--- src/rtl/fp_result_wb.sv ---
// fp_result_wb: two-entry writeback queue for FP64 results with NaN-boxing of
// single-precision values and sticky fflags accumulation at commit.
module fp_result_wb #(
    parameter int TAG_W = 5,
    parameter int DEPTH = 2
) (
    input  logic             clk_i,
    input  logic             reset_i,
    input  logic             valid_i,
    output logic             ready_o,
    input  logic [68:0]      res_i,
    input  logic [TAG_W-1:0] tag_i,
    input  logic             is_single_i,
    input  logic             flush_i,
    output logic             wb_valid_o,
    input  logic             wb_ready_i,
    output logic [63:0]      wb_data_o,
    output logic [TAG_W-1:0] wb_tag_o,
    input  logic             fflags_we_i,
    input  logic [4:0]       fflags_wdata_i,
    output logic [4:0]       fflags_o
);
    localparam logic [1:0] EMPTY = 2'd0;
    localparam logic [1:0] FULL  = 2'd2;

    logic [1:0]       cnt_q, cnt_d;
    logic             wr_q, wr_d, rd_q, rd_d;
    logic [63:0]      data_q [DEPTH];
    logic [63:0]      data_d [DEPTH];
    logic [TAG_W-1:0] tag_q [DEPTH];
    logic [TAG_W-1:0] tag_d [DEPTH];
    logic [4:0]       flg_q [DEPTH];
    logic [4:0]       flg_d [DEPTH];
    logic [4:0]       fflags_q, fflags_d, pop_flags;
    logic             push, pop;

    assign ready_o    = cnt_q != FULL;
    assign wb_valid_o = cnt_q != EMPTY;
    assign push       = valid_i & ready_o & ~flush_i;
    assign pop        = wb_valid_o & wb_ready_i;
    assign wb_data_o  = data_q[rd_q];
    assign wb_tag_o   = tag_q[rd_q];
    assign fflags_o   = fflags_q;
    assign pop_flags  = pop ? flg_q[rd_q] : 5'd0;

    always_comb begin
        cnt_d    = flush_i ? EMPTY : cnt_q + 2'(push) - 2'(pop);
        wr_d     = flush_i ? 1'b0 : wr_q ^ push;
        rd_d     = flush_i ? 1'b0 : rd_q ^ pop;
        // a CSR write replaces the sticky bits but must keep the committing entry's flags
        fflags_d = (fflags_we_i ? fflags_wdata_i : fflags_q) | pop_flags;
        data_d   = data_q;
        tag_d    = tag_q;
        flg_d    = flg_q;
        if (push) begin
            data_d[wr_q] = is_single_i ? {32'hFFFF_FFFF, res_i[36:5]} : res_i[68:5];
            tag_d[wr_q]  = tag_i;
            flg_d[wr_q]  = res_i[4:0];
        end
    end

    always_ff @(posedge clk_i or posedge reset_i) begin
        if (reset_i) begin
            cnt_q    <= EMPTY;
            wr_q     <= 1'b0;
            rd_q     <= 1'b0;
            fflags_q <= 5'd0;
            data_q   <= '{default: '0};
            tag_q    <= '{default: '0};
            flg_q    <= '{default: '0};
        end else begin
            cnt_q    <= cnt_d;
            wr_q     <= wr_d;
            rd_q     <= rd_d;
            fflags_q <= fflags_d;
            data_q   <= data_d;
            tag_q    <= tag_d;
            flg_q    <= flg_d;
        end
    end
endmodule

--- config.mk ---
export PLATFORM = sky130hd
export DESIGN_NAME = fp_result_wb
export DESIGN_NICKNAME = d
export VERILOG_FILES = /design/src/rtl/fp_result_wb.sv
export SDC_FILE = /design/constraint.sdc
export NUM_CORES = 1
export LEC_CHECK = 0
export CAP_MARGIN = 20
export CORE_UTILIZATION = 50
export DETAILED_ROUTE_END_ITERATION = 7
export GPL_TIMING_DRIVEN = 0
export PLACE_DENSITY = 0.77
export SETUP_SLACK_MARGIN = 0.02
export SYNTH_ARGS = -nofsm -noshare
export SYNTH_HDL_FRONTEND = slang
export SYNTH_SLANG_ARGS = --single-unit
--- constraint.sdc ---
create_clock -name clk_i -period 6.17 [get_ports clk_i]
set_input_delay 1.234 -clock clk_i [delete_from_list [all_inputs] [get_ports clk_i]]
set_output_delay 1.234 -clock clk_i [all_outputs]
set_load 0.01 [all_outputs]
### Word level (Yosys, flattened, before mapping)

Index checks and enable logic that the tools add are counted.

| word-level totals | value |
|---|---|
| input bits | 86 |
| output and inout bits | 76 |
| flip-flop bits (word level) | 157 |
| logic and storage cells | 49 |

| operators by class | value |
|---|---|
| reductions and logical operators | 2 |
| mux-type cells | 22 |
| order comparisons | 3 |
| add/subtract/negate cells | 2 |
| bitwise logic cells | 9 |
| equality and inequality tests | 1 |

Operators by type and width:

| cell | number |
|---|---|
| 64-bit 2-to-1 mux | 5 |
| 128-bit bitwise mux | 1 |
| 64-bit demux with 1-bit select | 1 |
| 5-bit 2-to-1 mux | 9 |
| 10-bit bitwise mux | 2 |
| 5-bit demux with 1-bit select | 1 |
| 5-bit OR | 1 |
| 2-bit >= comparator, second input constant | 2 |
| 1-bit NOT with 2-bit output | 2 |
| 1-bit AND | 3 |
| 2-bit by 1-bit adder with 2-bit output | 1 |
| 2-bit by 1-bit < comparator with 1-bit output, second input constant | 1 |
| 1-bit 2-to-1 mux | 2 |
| 2-bit 2-to-1 mux | 1 |
| 2-bit inequality test, second input constant | 1 |
| 2-bit nonzero test | 1 |
| 2-bit by 1-bit subtractor with 2-bit output | 1 |
| 1-bit bitwise XOR | 2 |
| 1-bit logical AND | 1 |
| 1-bit NOT | 1 |

### Depth between registers and ports, before layout

Gate-level depths: netlist (run 1).

| logic depth | value |
|---|---|
| depth in word-level cells | 6 |
| gate-level depth with buffers | 8 |
| gate-level depth less buffers | 7 |

### Least setup slack after synthesis (run 1)

No wires, ideal clock.

| path | value |
|---|---|
| kind | input port to flip-flop |
| start point | in flush_i |
| end point | reg data_q[0] in the netlist's numbering |
| required time | 6.045 ns |
| cell stages on the path | 5 |
| path slack | 3.793 ns |
| data arrival time | 2.252 ns |
| library setup time | 0.125 ns |
| cell sequence | and3b_1 -> ha_1 -> buf_2 -> buf_2 -> mux2_2 |

| on the way | value |
|---|---|
| word-level cells in the longest chain between the ends | 2 |

Ends and longest elaborated chain:

| what | RTL line | RTL |
|---|---|---|
| start: declaration | 14 | `input logic flush_i,` |
| 1-bit NOT | 39 | `assign push = valid_i & ready_o & ~flush_i;` |
| 1-bit AND | 39 |  |
| end signal: assignment | 76 | `data_q <= data_d;` |
| end: declaration | 28 | `logic [63:0] data_q [DEPTH];` |

No other way between the ends.
A chain may end at the register's enable or synchronous reset.

### Worst setup path in the final report (run 1)

| path | value |
|---|---|
| start point | reg rd_q |
| end point | out wb_data_o[62] |

| on the way | value |
|---|---|
| word-level cells in the longest chain between the ends | 4 |

Ends and longest elaborated chain:

| what | RTL line | RTL |
|---|---|---|
| start: declaration | 27 | `logic wr_q, wr_d, rd_q, rd_d;` |
| start signal: assignment | 74 | `rd_q <= rd_d;` |
| 1-bit NOT with 2-bit output (not written as such) | 41 | `assign wb_data_o = data_q[rd_q];` |
| 64-bit 2-to-1 mux (not written as such) (3 in series) | 41 |  |
| end: declaration | 17 | `output logic [63:0] wb_data_o,` |

No other way between the ends. The select of a mux whose other input is x is not followed.

==> flow_summary.toml, run 1 <==
[run_status]
status = "completed"

[detailed_routing]
wirelength_mm = 15.71
vias = 4791
drtPass1Iterations = 6
ant_nets = 0
post_drt_wl_per_cell_um = 17.28
drt-initial-drc-count = 218
drc_errors = 0
via_per_inst = 5.271

[power_and_ir_drop]
internal_power_mw = 3.130
power.total_mw = 4.388
leakagePower_nw = 3.872
seqPwrFrac = 0.386
p_comb_frac = 0.372
swShare = 0.2868
power_frac_clock = 0.242
ir_worst_vdd_uv = 256.4
powerDensity_nw_per_um2 = 473.2
switching_power_mw = 1.258

[placement]
hpwl_mm = 10.73
place_area_sq_um = 8672
place.gp.congestion = 0.7906
numPortBuffers = 160
dp_cells = 878
detailedPlace.worstSlack_ns = 2.934

[worst_setup_path]
slowest_stage = "clkdlybuf4s50_1"
rr_startpoint = "cnt_q[0]"
crit_path_max_incr_delay_ns = 0.52
crit_arrival_ns = 2.15
worst_setup_path_end_kind = "output pin"
cp_cell_sequence = "buf_4 > buf_4 > mux2_2 > clkdlybuf4s50_1"
worstPathMaxFanout = 10
cp.required_ns = 4.94
cp-start-kind = "flip-flop"
path_class = "reg -> out"
crit_path_start = "rd_q"
path_common_cell = "buf_4"

[timing]
post-route-min-period_ns = 3.383
rsz0062_at_grt = "no"
fin_ws_ns = 2.787
timing.fmax_ghz = 0.2956
final.setup.tns_ns = 0
maxSlewViolCount = 0
finalSetupViolCount = 0
clock_skew_ns = 0.003330
period_share = 0.5484
worst_slew_pin_slew_ns = 0.7027
hold_viol_final = 0
timing.slew.headroom = 0.5315
whs_ns = 0.5010

[grt]
met2_usage = 0.3878
grt_use_total = 0.2354
grt_pass1_wl_mm = 25.84
use_met3 = 0.05405
grtUsageMet1 = 0.3030
grt_max_degree = 80
grt_pass1_vias = 5223
gr-max-usage-layer = "met2"
gr-total-overflow = 0
antenna_found_initial = 0

[die]
io_pins = 162
core_area_sq_um = 13300
initial_core_util = 0.5128
row_count = 42
design.die.area_sq_um = 14110
die_h_um = 118.8
die_w_um = 118.8

[cts]
numClockSinks = 157
root_buffer = "clkbuf_16"
cts_tree = "yes"
cts_made_buffers = 17
ctsLongestPathBuffers = 2
post_cts_resized = 0
cts.clk_slew.worst_paths_ns = 0.06
cts-hold-fix-buffers = 0
insertion_delay_ns = 0.41
cts_htree_levels = 4
post_cts_buffers = 0

[layout]
multi_input_area_sq_um = 2678
design_area_sq_um = 9274
area_growth_pct = 36.02
finish.utilization = 0.6975
nNetsFinal = 811
antenna_cells = 0
finalNonFillerCells = 909
layout-drive-gt1-share = 0.2920
fill_cells = 972
seqCellArea_sq_um = 3929

[synthesis]
syn_avg_cell_area_sq_um = 12.60
synthFlopType = "dfrtp_1"
seq_area_frac_synth = 0.5763
synth_cell_types = 21
async_flop_share = 1.000
syn_inst = 541
syn_area_sq_um = 6818
ys_warn_count = 0
yosys.cell_count.top_type = "dfrtp_1"
synth_edf_count = 0
yosys.area.top_type = "dfrtp_1"
yosys_register_bits = 157
syn_nets = 631
synthTopCellsByCount = "157 x dfrtp_1, 153 x mux2_2, 99 x nor2_1"
netlist.area_leader.share = 0.5763
yosys-top-cells-area = "dfrtp_1 58%, mux2_2 25%, nor2_1 5.5%"

[min_path]
hp-start = "data_q[27]"
hold_class = "reg -> reg"

[flow_run]
maxCapViolCount = 0
[power by group through the flow]
| stage | Combinational, mW | Clock, mW | Sequential, mW |
|---|---|---|---|
| after floorplan | 0.938 | 0 | 1.64 |
| final | 1.63 | 1.06 | 1.69 |
| after global routing | 1.76 | 1.13 | 1.75 |
| after global placement | 1.59 | 0 | 1.66 |
| after CTS | 1.65 | 1.08 | 1.69 |
| after detailed placement | 1.64 | 0 | 1.70 |
[layout by cell type, fill, tap and decap left out, types with 8 or more instances in the layout]
cell type        count
mux2i_1             10
nor2_1              99
buf_2               19
clkbuf_16           17
clkbuf_1            10
buf_4                8
clkdlybuf4s50_1    160
a21oi_1             64
dfrtp_1            157
mux2_2             153
[path summary, 6_finish.rpt]
path | to | slack, ns | cells after the start
worst max-delay path | wb_data_o[62] | 2.79 | 4
worst min-delay path | data_q[27] | 0.50 | 1
worst max register to register | data_q[95] | 4.22 | 6
worst min register to register | data_q[27] | 0.50 | 1
max in group asynchronous | data_q[54] | 4.05 | 3
min in group asynchronous | data_q[17] | 1.30 | 2
[layout make-up]
type	instances	area share
buffer	36	0.02118
clock buffer	24	0.05302
clock inverter	7	0.01187
inverter	4	0.002159
multi-input combinational	344	0.2887
sequential	157	0.4236
tap	176	0.02375
timing repair buffer	161	0.1757
[kinds of logic after synthesis]
kind of cell | synth area share
DFF | 0.5763
and+or+nand+nor | 0.06056
buffers and inverters | 0.03101
AOI/OAI and AO/OA | 0.05194
muxes | 0.2696
adders and majority gates | 0.007341
xor gates and xnor gates | 0.003303
[flip-flops by register name (all words and copies together), names as in the netlist]
signal and count:
cnt_q 2, data_q 128, fflags_o 5, flg_q 10, rd_q 1, tag_q 10, wr_q 1
[worst max-delay path, delay by kind of cell, from the launching register on]
family                 cells  cell delay (ns)
muxes                      1             0.35
buffers and inverters      3             0.97
DFF                        1             0.41
[layer usage]
metal  share of wire  wire length [um]
met1            0.44              6886
met2            0.50              7787
met3           0.052               818
met4           0.014               216
met5               0                 0
Note: power is estimated with default switching activity, not from simulation.
==> inputs of run 2 (changes only) <==
Settings changed: CORE_UTILIZATION 50 to 45, PLACE_DENSITY 0.77 to 0.73.
Clock period 6.17 ns to 3.06 ns, I/O delays scaled along.
==> run 2 against run 1 <==
Final area up 1.1%. Non-clock buffer count rose by 3. Register-to-register slack got worse by 3.1 ns. Critical path type unchanged. Combinational power is 100% higher. Largest cell class unchanged. The flow now finishes with violations (design-rule violations). Highest routed layer unchanged. Count of clock-buffer cells in the layout down 5. Largest power group unchanged.
==> flow_summary.toml, run 2 (synthesized netlist as in run 1, its figures left out) <==
[run_status]
status = "complete, but fails checks"
violations = "design-rule violations"

[layout]
fill_cells = 1079
nNetsFinal = 814
finalNonFillerCells = 921
area_growth_pct = 37.53
largest-register = "data_q"
final_common_cell = "clkdlybuf4s50_1"
finish.utilization = 0.6403
final_cell_mix = "160 x clkdlybuf4s50_1, 157 x dfrtp_1, 153 x mux2_2, 99 x nor2_1, 64 x a21oi_1"
layout-drive-gt1-share = 0.2999
antenna_cells = 0
top_regs = "data_q (128), flg_q (10), tag_q (10)"
largest_reg_flops = 128
design_area_sq_um = 9376

[timing]
post-route-min-period_ns = 2.715
finalSetupViolCount = 0
period_share = 0.8874
hold_viol_final = 0
whs_ns = 0.4318
timing.fmax_ghz = 0.3683
rsz0062_at_grt = "no"
worst_slew_pin_slew_ns = 0.5172
timing.slew.headroom = 0.6552
clock_skew_ns = 0.007529
maxSlewViolCount = 0
final.setup.tns_ns = 0

[cts]
cts_tree = "yes"
post_cts_resized = 0
post_cts_buffers = 0
ctsLongestPathBuffers = 2
root_buffer = "clkbuf_16"
cts_made_buffers = 17
cts-hold-fix-buffers = 0
numClockSinks = 157
cts.clk_slew.worst_paths_ns = 0.06
cts_htree_levels = 4
insertion_delay_ns = 0.42

[placement]
place_area_sq_um = 8733
place.gp.congestion = 0.7850
dp_cells = 889
hpwl_mm = 11.20
numPortBuffers = 160

[grt]
grt_pass1_vias = 5219
grt_use_total = 0.2155
antenna_found_initial = 0
gr-total-overflow = 0
grt_pass1_wl_mm = 26.51
grt_max_degree = 45

[die]
initial_core_util = 0.4656
die_h_um = 125.1
io_pins = 162
core_area_sq_um = 14640
row_count = 44
die_w_um = 125.1
design.die.area_sq_um = 15650

[min_path]
hold_class = "in -> async"

[worst_setup_path]
cp.required_ns = 2.45
worstPathMaxFanout = 10
rr_startpoint = "cnt_q[0]"
worst_setup_path_end_kind = "output pin"
cp-start-kind = "flip-flop"
r2r_setup_slack_ns = 1.09
path_class = "reg -> out"
r2r_cells = 7
crit_path_start = "rd_q"
crit_arrival_ns = 2.10

[detailed_routing]
drt-initial-drc-count = 265
post_drt_wl_per_cell_um = 17.38
vias = 4833
drtPass1Iterations = 8
wirelength_mm = 16.01
drc_errors = 22
ant_nets = 0
via_per_inst = 5.248

[power_and_ir_drop]
leakagePower_nw = 3.894
ir_worst_vdd_uv = 521.3
powerDensity_nw_per_um2 = 956.0

[flow_run]
maxCapViolCount = 0
-- run 2: critical path, stage by stage (launching register included) --
cell             delay [ns]
dfrtp_1                0.38
buf_4                  0.22
buf_4                  0.23
mux2_2                 0.38
clkdlybuf4s50_1        0.48
-- run 2: worst paths after layout --
kind | to
worst max register to register | data_q[47]
min in group clk_i | data_q[22]
worst min register to register | data_q[22]
worst min-delay path | data_q[86]
max in group asynchronous | data_q[26]
worst max-delay path | wb_data_o[62]
-- run 2: final cells by class --
class,instances,area (sq um),area share
Multi-Input combinational cell,344,2678,0.2856
Sequential cell,157,3929,0.4190
Inverter,4,18.77,0.002002
Timing Repair Buffer,164,1682,0.1793
Clock inverter,13,190.2,0.02028
Tap cell,184,230.2,0.02455
Clock buffer,19,452.9,0.04831
Buffer,36,196.4,0.02095
-- run 2: report_power, final --
part | switching, mW | internal [mW]
logic | 1.31 | 2.00
clock network | 0.845 | 1.41
registers | 0.442 | 2.96
total | 2.60 | 6.37
-- run 2: per-layer routing --
layer | GRT usage | routed length [um]
met5 | 0 | 0
met4 | 0.06815 | 235
met2 | 0.3523 | 7745
met1 | 0.2823 | 7022
met3 | 0.05477 | 1008
-- run 2: through the flow --
stage	total power, mW	setup slack (ns)
detailed placement	6.743	0.4511
global route	9.473	0.2620
global placement	6.588	-0.7088
floorplan	5.190	0.4611
finish	8.964	0.3446
CTS	9.045	0.3113
==> inputs of run 3 (changes only) <==
Settings changed: ABC_AREA from default to 1, CAP_MARGIN 20 to 10, REMOVE_ABC_BUFFERS from default to 1.
==> run 3 against run 2 <==
The run now ends clean. Sequential power is 3% higher. Maximum frequency down 2.3%. Total power increased by 0.91%. Non-clock buffer count is 32 lower. Hold slack gained 0.037 ns. Routed wire length shrank 3.1%. Register-to-register slack got worse by 0.40 ns. Area after synthesis is 3.3% higher. Via count up 13%. Worst setup slack lost 0.064 ns. Critical path type unchanged.
==> flow_summary.toml, run 3 <==
[placement]
numPortBuffers = 161
dp_cells = 1115
place.gp.congestion = 0.7278
place_area_sq_um = 8707
hpwl_mm = 9.266

[detailed_routing]
via_per_inst = 4.749
wirelength_mm = 15.51
vias = 5452
drtPass1Iterations = 5
ant_nets = 0
drt-initial-drc-count = 314
post_drt_wl_per_cell_um = 13.51
drc_errors = 0

[timing]
finalSetupViolCount = 0
timing.slew.headroom = 0.3204
period_share = 0.9083
worst_slew_pin_slew_ns = 1.019
clock_skew_ns = 0.006675
maxSlewViolCount = 0
post-route-min-period_ns = 2.779
hold_viol_final = 0
rsz0062_at_grt = "no"
timing.fmax_ghz = 0.3598

[power_and_ir_drop]
powerDensity_nw_per_um2 = 968.4
power.total_mw = 9.046
ir_worst_vdd_uv = 471.2
leakagePower_nw = 4.362

[cts]
numClockSinks = 157
cts-hold-fix-buffers = 0
cts_htree_levels = 4
cts.clk_slew.worst_paths_ns = 0.06
root_buffer = "clkbuf_16"
cts_tree = "yes"
cts_made_buffers = 17
ctsLongestPathBuffers = 2
insertion_delay_ns = 0.42

[worst_setup_path]
slowest_stage = "dfrtp_4"
worstPathMaxFanout = 78
critPathCapture = "wb_data_o[12]"
r2r_cells = 8
crit_arrival_ns = 2.17
cp_cell_sequence = "buf_16 > o21ai_0 > clkdlybuf4s50_1"
rr_startpoint = "cnt_q[0]"
path_class = "reg -> out"
r2r_setup_slack_ns = 0.69
crit_path_max_incr_delay_ns = 0.61
reg2reg_to = "data_q[42]"
cp.required_ns = 2.45
crit_path_start = "rd_q"
worst_setup_path_end_kind = "output pin"
cp-start-kind = "flip-flop"

[grt]
grt_max_degree = 107
antenna_found_initial = 0
grt_pass1_vias = 5183
grt_pass1_wl_mm = 25.13
grt_use_total = 0.1974
gr-total-overflow = 0

[synthesis]
yosys.area.top_type = "dfrtp_1"
seq_area_frac_synth = 0.5578
yosys-top-cells-area = "dfrtp_1 56%, nand2_1 16%, o21ai_0 11%"
synthFlopType = "dfrtp_1"
netlist.area_leader.share = 0.5578
syn_inst = 786
syn_area_sq_um = 7043
synth_edf_count = 0
ys_warn_count = 0
async_flop_share = 1.000
synthTopCellsByCount = "295 x nand2_1, 157 x dfrtp_1, 148 x o21ai_0"
yosys.cell_count.top_type = "nand2_1"
synth_cell_types = 19
syn_avg_cell_area_sq_um = 8.961
yosys_register_bits = 157

[layout]
seqCellArea_sq_um = 3933
final_common_cell = "nand2_1"
finish.utilization = 0.6122
largest_reg_flops = 128
nNetsFinal = 1016
layout-drive-gt1-share = 0.07898
final_cell_mix = "295 x nand2_1, 161 x clkdlybuf4s50_1, 156 x dfrtp_1, 148 x o21ai_0, 52 x inv_1"
finalNonFillerCells = 1148
top_regs = "data_q (128), flg_q (10), tag_q (10)"
area_growth_pct = 32.63
antenna_cells = 0
largest-register = "data_q"
fill_cells = 1338
design_area_sq_um = 9341
multi_input_area_sq_um = 2600

[min_path]
hold_class = "reg -> reg"

[die]
die_w_um = 127.1
design.die.area_sq_um = 16160
initial_core_util = 0.4616
core_area_sq_um = 15260
die_h_um = 127.1
io_pins = 162
row_count = 45

[run_status]
status = "completed"

[flow_run]
maxCapViolCount = 0
-- run 3: power breakdown --
part | internal [mW] | total, mW | switching [mW]
clock | 1.21 | 2.01 | 0.795
sequential | 3.02 | 3.49 | 0.471
combinational | 1.96 | 3.54 | 1.58
total | 6.19 | 9.05 | 2.85
-- run 3: cell type report --
class / count / area share
Sequential cell: 157 / 0.4210
Multi-Input combinational cell: 527 / 0.2783
Timing Repair Buffer: 168 / 0.1894
Clock buffer: 24 / 0.05371
Tap cell: 211 / 0.02826
Inverter: 55 / 0.02290
Clock inverter: 6 / 0.006429
-- run 3: stage by stage --
stage | setup WS, ns | TNS [ns] | hold WS [ns]
global route | 0.1722 | 0 | 0.4878
floorplan | -1.787 | -320.90 | 0.4417
CTS | 0.1123 | 0 | 0.4730
global placement | -3.953 | -964.53 | 0.4544
finish | 0.2806 | 0 | 0.4690
detailed placement | -0.2236 | -5.796 | 0.4584
-- run 3: kinds of logic (layout without fill, tap and decap cells) --
family / after synthesis / after routing / synth area share
buf+inv: 102 / 253 / 0.07515
mux: 32 / 32 / 0.06822
flops: 157 / 157 / 0.5578
compound gates: 154 / 154 / 0.1112
fa+ha+maj: 4 / 4 / 0.007106
simple gates: 337 / 337 / 0.1805
-- run 3: worst min-delay path by stage --
stage                     slack, ns  depth (start not counted)         end       start
after global routing           0.49                          2   data_q[6]   data_q[6]
after detailed placement       0.46                          2  data_q[13]  data_q[13]
after floorplan                0.44                          2    flg_q[3]    flg_q[3]
final                          0.47                          2  data_q[24]  data_q[24]
after global placement         0.45                          2    tag_q[0]    tag_q[0]
after CTS                      0.47                          2  data_q[29]  data_q[29]
-- run 3: per-layer routing --
metal,GRT usage,up-vias,part of all wire
li1,-,2763,-
met1,0.2617,2550,0.47
met2,0.3051,127,0.45
met3,0.06575,12,0.066
met4,0.06653,0,0.012
met5,0,-,0
-- run 3: critical path: cells and delay by family, from the launching register on --
family | cells | cell delay (ns)
buffers and inverters | 2 | 0.83
DFF | 1 | 0.61
AOI/OAI and AO/OA | 1 | 0.27
-- run 3: timing repair --
item,in CTS,in global routing
buffers inserted,1,1
pin swaps,0,0
gates resized for setup,0,1
endpoints found under the setup margin,36,7
